==> src/rtl/axi_rid_order_tracker_pkg.sv <==
// Shared definitions for the AXI read-ID order tracker: default widths/limits and the R-side FSM states.
package axi_rid_pkg;
  localparam int ID_WIDTH        = 4;
  localparam int MAX_OUTSTANDING = 16;
  localparam int CNT_WIDTH       = 11;

  typedef enum logic {
    R_IDLE  = 1'b0,
    R_BURST = 1'b1
  } r_state_e;
endpackage

==> src/rtl/axi_rid_order_tracker_if.sv <==
// AR/R handshake and RID FIFO signals; the tracker uses the slave modport, its environment the master one.
interface axi_rid_order_tracker_if #(
  parameter int ID_WIDTH = 4
);
  logic                s_arvalid;
  logic                s_arready;
  logic [ID_WIDTH-1:0] s_arid;
  logic                m_arvalid;
  logic                m_arready;
  logic                s_rvalid;
  logic                s_rready;
  logic [ID_WIDTH-1:0] s_rid;
  logic                s_rlast;
  logic                m_rvalid;
  logic                m_rready;
  logic                fifo_wr_en;
  logic                fifo_wr_vld;
  logic [ID_WIDTH-1:0] fifo_wr_data;
  logic                fifo_rd_en;
  logic                fifo_rd_vld;
  logic [ID_WIDTH-1:0] fifo_rd_data;

  // valid/ready: a transfer happens on a clock edge where both are high; ready may depend
  // combinationally on valid's partner-side gating, and no payload is held without valid.
  modport slave (
    input  s_arvalid, s_arid, m_arready, s_rvalid, s_rid, s_rlast, m_rready,
           fifo_wr_vld, fifo_rd_vld, fifo_rd_data,
    output s_arready, m_arvalid, s_rready, m_rvalid, fifo_wr_en, fifo_wr_data, fifo_rd_en
  );

  modport master (
    output s_arvalid, s_arid, m_arready, s_rvalid, s_rid, s_rlast, m_rready,
           fifo_wr_vld, fifo_rd_vld, fifo_rd_data,
    input  s_arready, m_arvalid, s_rready, m_rvalid, fifo_wr_en, fifo_wr_data, fifo_rd_en
  );
endinterface

==> src/rtl/axi_rid_order_tracker.sv <==
// Read-ID order tracker: pushes AR IDs into the RID FIFO, throttles AR on limit/full,
// gates R beats on the FIFO head, checks RIDs and keeps sticky error/status state.
module axi_rid_order_tracker #(
  parameter int ID_WIDTH        = axi_rid_pkg::ID_WIDTH,
  parameter int MAX_OUTSTANDING = axi_rid_pkg::MAX_OUTSTANDING,
  parameter int CNT_WIDTH       = axi_rid_pkg::CNT_WIDTH
) (
  input  logic                   clk,
  input  logic                   rst_n,
  axi_rid_order_tracker_if.slave bus,
  input  logic                   err_clr,
  output logic                   err_mismatch,
  output logic                   err_unexpected,
  output logic [ID_WIDTH-1:0]    err_exp_id,
  output logic [ID_WIDTH-1:0]    err_got_id,
  output logic [CNT_WIDTH-1:0]   outstanding,
  output logic [31:0]            burst_done_cnt,
  output axi_rid_pkg::r_state_e  o_dbg_state
);
  import axi_rid_pkg::*;

  localparam logic [CNT_WIDTH-1:0] MAX_CNT = CNT_WIDTH'(MAX_OUTSTANDING);

  logic                w_ar_ok;
  logic                w_ar_hs;
  logic                w_r_ok;
  logic                w_beat;
  logic                w_last_beat;
  logic                w_mismatch;
  logic                w_unexpected;
  logic [ID_WIDTH-1:0] w_exp_id;
  r_state_e            w_state_next;

  r_state_e            r_state;
  logic [ID_WIDTH-1:0] r_exp_id;
  logic [CNT_WIDTH-1:0] r_outstanding;
  logic [31:0]         r_done_cnt;
  logic                r_err_mismatch;
  logic                r_err_unexpected;
  logic [ID_WIDTH-1:0] r_err_exp_id;
  logic [ID_WIDTH-1:0] r_err_got_id;

  // The limit compare uses the registered count, so a freed slot is usable one cycle later.
  assign w_ar_ok          = bus.fifo_wr_vld & (r_outstanding < MAX_CNT);
  assign bus.m_arvalid    = bus.s_arvalid & w_ar_ok;
  assign bus.s_arready    = bus.m_arready & w_ar_ok;
  assign w_ar_hs          = bus.s_arvalid & bus.m_arready & w_ar_ok;
  assign bus.fifo_wr_en   = w_ar_hs;
  assign bus.fifo_wr_data = bus.s_arid;

  assign w_r_ok         = bus.fifo_rd_vld;
  assign bus.m_rvalid   = bus.s_rvalid & w_r_ok;
  assign bus.s_rready   = bus.m_rready & w_r_ok;
  assign w_beat         = bus.s_rvalid & bus.m_rready & w_r_ok;
  assign w_last_beat    = w_beat & bus.s_rlast;
  assign bus.fifo_rd_en = w_last_beat;

  assign w_exp_id     = (r_state == R_BURST) ? r_exp_id : bus.fifo_rd_data;
  assign w_mismatch   = w_beat & (bus.s_rid != w_exp_id);
  assign w_unexpected = bus.s_rvalid & (r_outstanding == '0);

  always_comb begin
    w_state_next = r_state;
    case (r_state)
      R_IDLE:  if (w_beat && !bus.s_rlast) w_state_next = R_BURST;
      R_BURST: if (w_last_beat) w_state_next = R_IDLE;
      default: w_state_next = R_IDLE;
    endcase
  end

  always_ff @(posedge clk) begin
    if (!rst_n) begin
      r_state  <= R_IDLE;
      r_exp_id <= '0;
    end else begin
      r_state <= w_state_next;
      if (r_state == R_IDLE && w_beat && !bus.s_rlast) r_exp_id <= bus.fifo_rd_data;
    end
  end

  always_ff @(posedge clk) begin
    if (!rst_n) begin
      r_outstanding <= '0;
      r_done_cnt    <= '0;
    end else begin
      case ({w_ar_hs, w_last_beat})
        2'b10:   r_outstanding <= r_outstanding + 1'b1;
        2'b01:   r_outstanding <= r_outstanding - 1'b1;
        default: r_outstanding <= r_outstanding;
      endcase
      if (w_last_beat) r_done_cnt <= r_done_cnt + 32'd1;
    end
  end

  // A new error beats a simultaneous clear; a mismatch coinciding with a clear is the new first one.
  always_ff @(posedge clk) begin
    if (!rst_n) begin
      r_err_mismatch   <= 1'b0;
      r_err_unexpected <= 1'b0;
      r_err_exp_id     <= '0;
      r_err_got_id     <= '0;
    end else begin
      if (w_mismatch) begin
        r_err_mismatch <= 1'b1;
        if (!r_err_mismatch || err_clr) begin
          r_err_exp_id <= w_exp_id;
          r_err_got_id <= bus.s_rid;
        end
      end else if (err_clr) begin
        r_err_mismatch <= 1'b0;
        r_err_exp_id   <= '0;
        r_err_got_id   <= '0;
      end
      if (w_unexpected)  r_err_unexpected <= 1'b1;
      else if (err_clr)  r_err_unexpected <= 1'b0;
    end
  end

  assign err_mismatch   = r_err_mismatch;
  assign err_unexpected = r_err_unexpected;
  assign err_exp_id     = r_err_exp_id;
  assign err_got_id     = r_err_got_id;
  assign outstanding    = r_outstanding;
  assign burst_done_cnt = r_done_cnt;
  assign o_dbg_state    = r_state;
endmodule

==> src/flat_wrapper.sv <==
// flat-port wrapper written by rule: the top's interface ports become plain ports
module axi_rid_order_tracker_flat import axi_rid_pkg::*;
#(
  parameter int ID_WIDTH        = axi_rid_pkg::ID_WIDTH,
  parameter int MAX_OUTSTANDING = axi_rid_pkg::MAX_OUTSTANDING,
  parameter int CNT_WIDTH       = axi_rid_pkg::CNT_WIDTH
)
  (clk, rst_n, err_clr, err_mismatch, err_unexpected, err_exp_id, err_got_id, outstanding, burst_done_cnt, o_dbg_state, bus_s_arvalid, bus_s_arid, bus_m_arready, bus_s_rvalid, bus_s_rid, bus_s_rlast, bus_m_rready, bus_fifo_wr_vld, bus_fifo_rd_vld, bus_fifo_rd_data, bus_s_arready, bus_m_arvalid, bus_s_rready, bus_m_rvalid, bus_fifo_wr_en, bus_fifo_wr_data, bus_fifo_rd_en);
  axi_rid_order_tracker_if #(.ID_WIDTH(ID_WIDTH)) bus_i ();
  input  logic clk;
  input  logic rst_n;
  input  logic err_clr;
  output logic err_mismatch;
  output logic err_unexpected;
  output logic [ID_WIDTH-1:0] err_exp_id;
  output logic [ID_WIDTH-1:0] err_got_id;
  output logic [CNT_WIDTH-1:0] outstanding;
  output logic [31:0] burst_done_cnt;
  output axi_rid_pkg::r_state_e o_dbg_state;
  input wire logic [$bits(bus_i.s_arvalid)-1:0] bus_s_arvalid;
  input wire logic [$bits(bus_i.s_arid)-1:0] bus_s_arid;
  input wire logic [$bits(bus_i.m_arready)-1:0] bus_m_arready;
  input wire logic [$bits(bus_i.s_rvalid)-1:0] bus_s_rvalid;
  input wire logic [$bits(bus_i.s_rid)-1:0] bus_s_rid;
  input wire logic [$bits(bus_i.s_rlast)-1:0] bus_s_rlast;
  input wire logic [$bits(bus_i.m_rready)-1:0] bus_m_rready;
  input wire logic [$bits(bus_i.fifo_wr_vld)-1:0] bus_fifo_wr_vld;
  input wire logic [$bits(bus_i.fifo_rd_vld)-1:0] bus_fifo_rd_vld;
  input wire logic [$bits(bus_i.fifo_rd_data)-1:0] bus_fifo_rd_data;
  output wire logic [$bits(bus_i.s_arready)-1:0] bus_s_arready;
  output wire logic [$bits(bus_i.m_arvalid)-1:0] bus_m_arvalid;
  output wire logic [$bits(bus_i.s_rready)-1:0] bus_s_rready;
  output wire logic [$bits(bus_i.m_rvalid)-1:0] bus_m_rvalid;
  output wire logic [$bits(bus_i.fifo_wr_en)-1:0] bus_fifo_wr_en;
  output wire logic [$bits(bus_i.fifo_wr_data)-1:0] bus_fifo_wr_data;
  output wire logic [$bits(bus_i.fifo_rd_en)-1:0] bus_fifo_rd_en;
  assign bus_i.s_arvalid = bus_s_arvalid;
  assign bus_i.s_arid = bus_s_arid;
  assign bus_i.m_arready = bus_m_arready;
  assign bus_i.s_rvalid = bus_s_rvalid;
  assign bus_i.s_rid = bus_s_rid;
  assign bus_i.s_rlast = bus_s_rlast;
  assign bus_i.m_rready = bus_m_rready;
  assign bus_i.fifo_wr_vld = bus_fifo_wr_vld;
  assign bus_i.fifo_rd_vld = bus_fifo_rd_vld;
  assign bus_i.fifo_rd_data = bus_fifo_rd_data;
  assign bus_s_arready = bus_i.s_arready;
  assign bus_m_arvalid = bus_i.m_arvalid;
  assign bus_s_rready = bus_i.s_rready;
  assign bus_m_rvalid = bus_i.m_rvalid;
  assign bus_fifo_wr_en = bus_i.fifo_wr_en;
  assign bus_fifo_wr_data = bus_i.fifo_wr_data;
  assign bus_fifo_rd_en = bus_i.fifo_rd_en;
  axi_rid_order_tracker #(.ID_WIDTH(ID_WIDTH), .MAX_OUTSTANDING(MAX_OUTSTANDING), .CNT_WIDTH(CNT_WIDTH)) u_core (.clk(clk), .rst_n(rst_n), .bus(bus_i), .err_clr(err_clr), .err_mismatch(err_mismatch), .err_unexpected(err_unexpected), .err_exp_id(err_exp_id), .err_got_id(err_got_id), .outstanding(outstanding), .burst_done_cnt(burst_done_cnt), .o_dbg_state(o_dbg_state));
endmodule
==> config.mk <==
export PLATFORM = sky130hd
export DESIGN_NAME = axi_rid_order_tracker_flat
export DESIGN_NICKNAME = d
export VERILOG_FILES = /design/src/rtl/axi_rid_order_tracker_pkg.sv /design/src/rtl/axi_rid_order_tracker_if.sv /design/src/rtl/axi_rid_order_tracker.sv /design/src/flat_wrapper.sv
export SDC_FILE = /design/constraint.sdc
export NUM_CORES = 1
export LEC_CHECK = 0
export CAP_MARGIN = 20
export CORE_UTILIZATION = 40
export CTS_BUF_LIST = sky130_fd_sc_hd__clkbuf_4
export CTS_CLUSTER_DIAMETER = 60
export DETAILED_ROUTE_END_ITERATION = 7
export HOLD_SLACK_MARGIN = 0.12
export PLACE_DENSITY = 0.69
export REMOVE_ABC_BUFFERS = 1
export SLEW_MARGIN = 20
export SYNTH_ARGS = -nofsm -noshare
export SYNTH_HDL_FRONTEND = slang
export SYNTH_SLANG_ARGS = --single-unit
==> constraint.sdc <==
create_clock -name clk -period 4.5 [get_ports clk]
set_input_delay 0.9 -clock clk [delete_from_list [all_inputs] [get_ports clk]]
set_output_delay 0.9 -clock clk [all_outputs]
set_load 0.01 [all_outputs]
==> impl_results.md <==
- Fmax: 268 MHz
- Fin crit share: 82.8%
- Die area: 7790 um2
- Via count: approximately 2600
- Max-slew violation count: 0
- RSZ-0062 raised after global routing: false
- CTS tree: yes
- Clock transition at the registers of the reported paths: 0.09 ns
- Hold Startpoint: u_core.r_exp_id[3]$_SDFFE_PN0P_
- GRT Resource Usage Total: between 10% and 20%
- Die Y: 88.3 um
- LEAKAGE: 0.00153 uW
- Worst slew pin tran: 0.702 ns
- CTS sink cnt: 58
- Pwr/cell area: roughly 260 nW/um2
- Yosys warns: 0
- Post-Syn Instances: 347
- Antenna viol nets, final: 0
- Reg-to-reg critical path startpoint: u_core.outstanding[8]$_SDFFE_PN0P_
- Drc violations: 0
- Clock Skews: 0.0156 ns
- CP endpoint kind: flip-flop
- Crit-path max FO: 11
- Mean Syn Cell Area: 8.58 um2
- Top cells by area, synth: dfxtp_1 39%, xor2_1 6.2%, nor2_1 6.1%
- Root buf cell: clkbuf_4
- Async set-or-reset flop fraction in the synthesized netlist: 0%
- Nets: 455
- Number of synthesized flops with an enable pin: 0
- Initial Util: 41.3%
- Synth cell types: 46
- Crit path kind: flip-flop to flip-flop
- Clock latency on the worst-skew pair: 0.39 ns
- DR iter-0 viols: 52
- H-tree depth: 3
- Ant diodes: 0
- Final TNS setup: 0 ns
- First-pass GRT wire length: 11700 um
- Share of layout cells above drive strength 1: under 10%
- Filler cell count: between 600 and 700
- Vias per inst: 5.04
- Dominant synthesized flop cell: dfxtp_1
- Hold WC Path Type: flip-flop to flip-flop
- Sw Share: 23.6%
- I/O Pins: 86
- NetSw: 248 uW
- Postcts setup bufs: 0
- Count of max-cap constraint violations: 0
- P_int: 799 uW
- Core ar.: 7210 um2
- GR Overflow Total: 0
- FF+latch count, synth: 58
- Final GP Congestion: 0.852
- Setup violators final: 0
- Die width: 88.3 um
- Hpwl dp: 5240 um
- Largest net degree at the start of global routing: 26
- Drt pass-1 iters: 4
- Num CTS Buffers: 9
- Quantity of gates resized following cts: 0
- Most common cell after layout, fill and taps aside: clkdlybuf4s50_1
- DRT Wirelength: 7040 um
- Crit path from: u_core.outstanding[8]$_SDFFE_PN0P_
- Post-CTS Hold Buffers: 0
- Status: complete, no violations
- Vias in the first global route: 2544
- Port bufs: 77
- Initial antenna violation count: 0
- Wirelength per Cell: 13.4 um
- Worst ir drop on vdd: 0.166 mV
- Share of the synthesized area in the top cell type: 39.0%
- CP required: 4.76 ns
- Clock buffer depth: 2
- CP arrival: 3.99 ns
- Relative max-transition margin: 53.1%
- Part of the power in registers: between 50% and 60%
- Sequential area share after synthesis: 39.0%
- Crit path launch type: flip-flop
- Row Count: 31
- Post-layout min period: 3.73 ns
- Clk pwr share: 39.9%
- Worst hold slack: 0.469 ns
- Combinational Power Share: 9.7%
- P&R area growth vs syn: 33.0%
- Yosys top cell by area: dfxtp_1
- Final Hold Fails: 0
- Synthesized area: 2980 um2
- Most frequent cells in the layout: 77 x clkdlybuf4s50_1, 58 x dfxtp_1, 48 x nor2_1
==> per-stage QoR <==
step | std cells | power (uW) | area, um2 | util (%) | setup WS (ns)
floorplan | 329 | 588 | 2880 | - | 0.915
global placement | 509 | 641 | 3800 | 52.7 | 0.573
detailed placement | 509 | 641 | 3800 | 52.7 | 0.538
CTS | 525 | 1060 | 3960 | 54.9 | 0.825
global route | 525 | 1090 | 3960 | 54.9 | 0.540
finish | 525 | 1050 | 3960 | 54.9 | 0.773
==> worst max-delay path: stages, from the launching register on <==
cell	delay [ns]
dfxtp_1	0.36
or4_1	0.53
nor4_1	0.41
and3_1	0.26
nand2_1	0.08
ha_1	0.35
ha_1	0.42
a21o_1	0.19
a211oi_1	0.38
mux2i_1	0.24
o21a_1	0.16
nand3_1	0.08
nor3b_1	0.14
==> registers in the layout (all words and copies together), names as in the netlist, named ones only <==
name,count
u_core.burst_done_cnt,32
u_core.outstanding,11
u_core.err_exp_id,4
u_core.err_got_id,4
u_core.r_exp_id,4
u_core.err_mismatch,1
u_core.err_unexpected,1
==> power by group through the flow <==
stage	clock network, uW	logic [uW]	registers (uW)
2_1_floorplan	0	47.4	541
3_3_place_gp	0	102	539
3_5_place_dp	0	102	539
4_1_cts	430	103	527
5_1_grt	452	111	529
6_report	418	102	527
==> cell usage after synthesis, types with 2 or more instances <==
| master | count |
|---|---|
| clkbuf_1 | 10 |
| a21o_1 | 2 |
| a32oi_1 | 2 |
| and3_1 | 8 |
| and2_1 | 9 |
| nor2b_1 | 2 |
| o22ai_1 | 4 |
| inv_1 | 10 |
| and4_1 | 4 |
| ha_1 | 11 |
| dfxtp_1 | 58 |
| o211ai_1 | 3 |
| or3_1 | 2 |
| nor4_1 | 3 |
| xnor2_1 | 20 |
| a21oi_1 | 16 |
| buf_4 | 4 |
| a31oi_1 | 2 |
| nor3_1 | 4 |
| buf_6 | 2 |
| nand2_1 | 29 |
| o21ai_0 | 7 |
| nor2_1 | 48 |
| nand3_1 | 25 |
| mux2i_1 | 10 |
| xor2_1 | 21 |
| o32ai_1 | 4 |
| nand4_1 | 9 |
==> layout make-up <==
cell class              count  area (um2)  area share (%)
multi-input cells         260        1680            42.3
flip-flops and latches     58        1160            29.3
repair buffers             81         801            20.2
well taps                  99         124            3.13
clock inverters             6        81.3            2.05
clock buffers              10        75.1            1.90
inverters                  11        41.3            1.04
==> worst paths after layout <==
check                           slack (ns)  cells after the start                                   to
worst min register to register        0.47                      2      u_core.r_exp_id[3]$_SDFFE_PN0P_
worst min-delay path                  0.47                      2      u_core.r_exp_id[3]$_SDFFE_PN0P_
worst max-delay path                  0.77                     12  u_core.outstanding[10]$_SDFFE_PN0P_
worst max register to register        0.77                     12  u_core.outstanding[10]$_SDFFE_PN0P_
==> per-layer routing <==
metal / wire length [um] / GRT usage [%] / vias to the layer above
li1: - / - / 1357
met1: 3280 / 24.3 / 1219
met2: 3340 / 32.2 / 58
met3: 293 / 3.92 / 14
met4: 123 / 7.18 / 0
met5: 0 / 0 / -
==> kinds of logic after synthesis <==
kind of cell               share of synthesized area, %
muxes                                              3.83
and+or+nand+nor                                    25.3
DFF                                                39.0
adders and majority gates                          5.30
buffers and inverters                              4.71
xor gates and xnor gates                           12.1
AOI/OAI and AO/OA                                  9.84
Power figures use the tool's default switching activity.
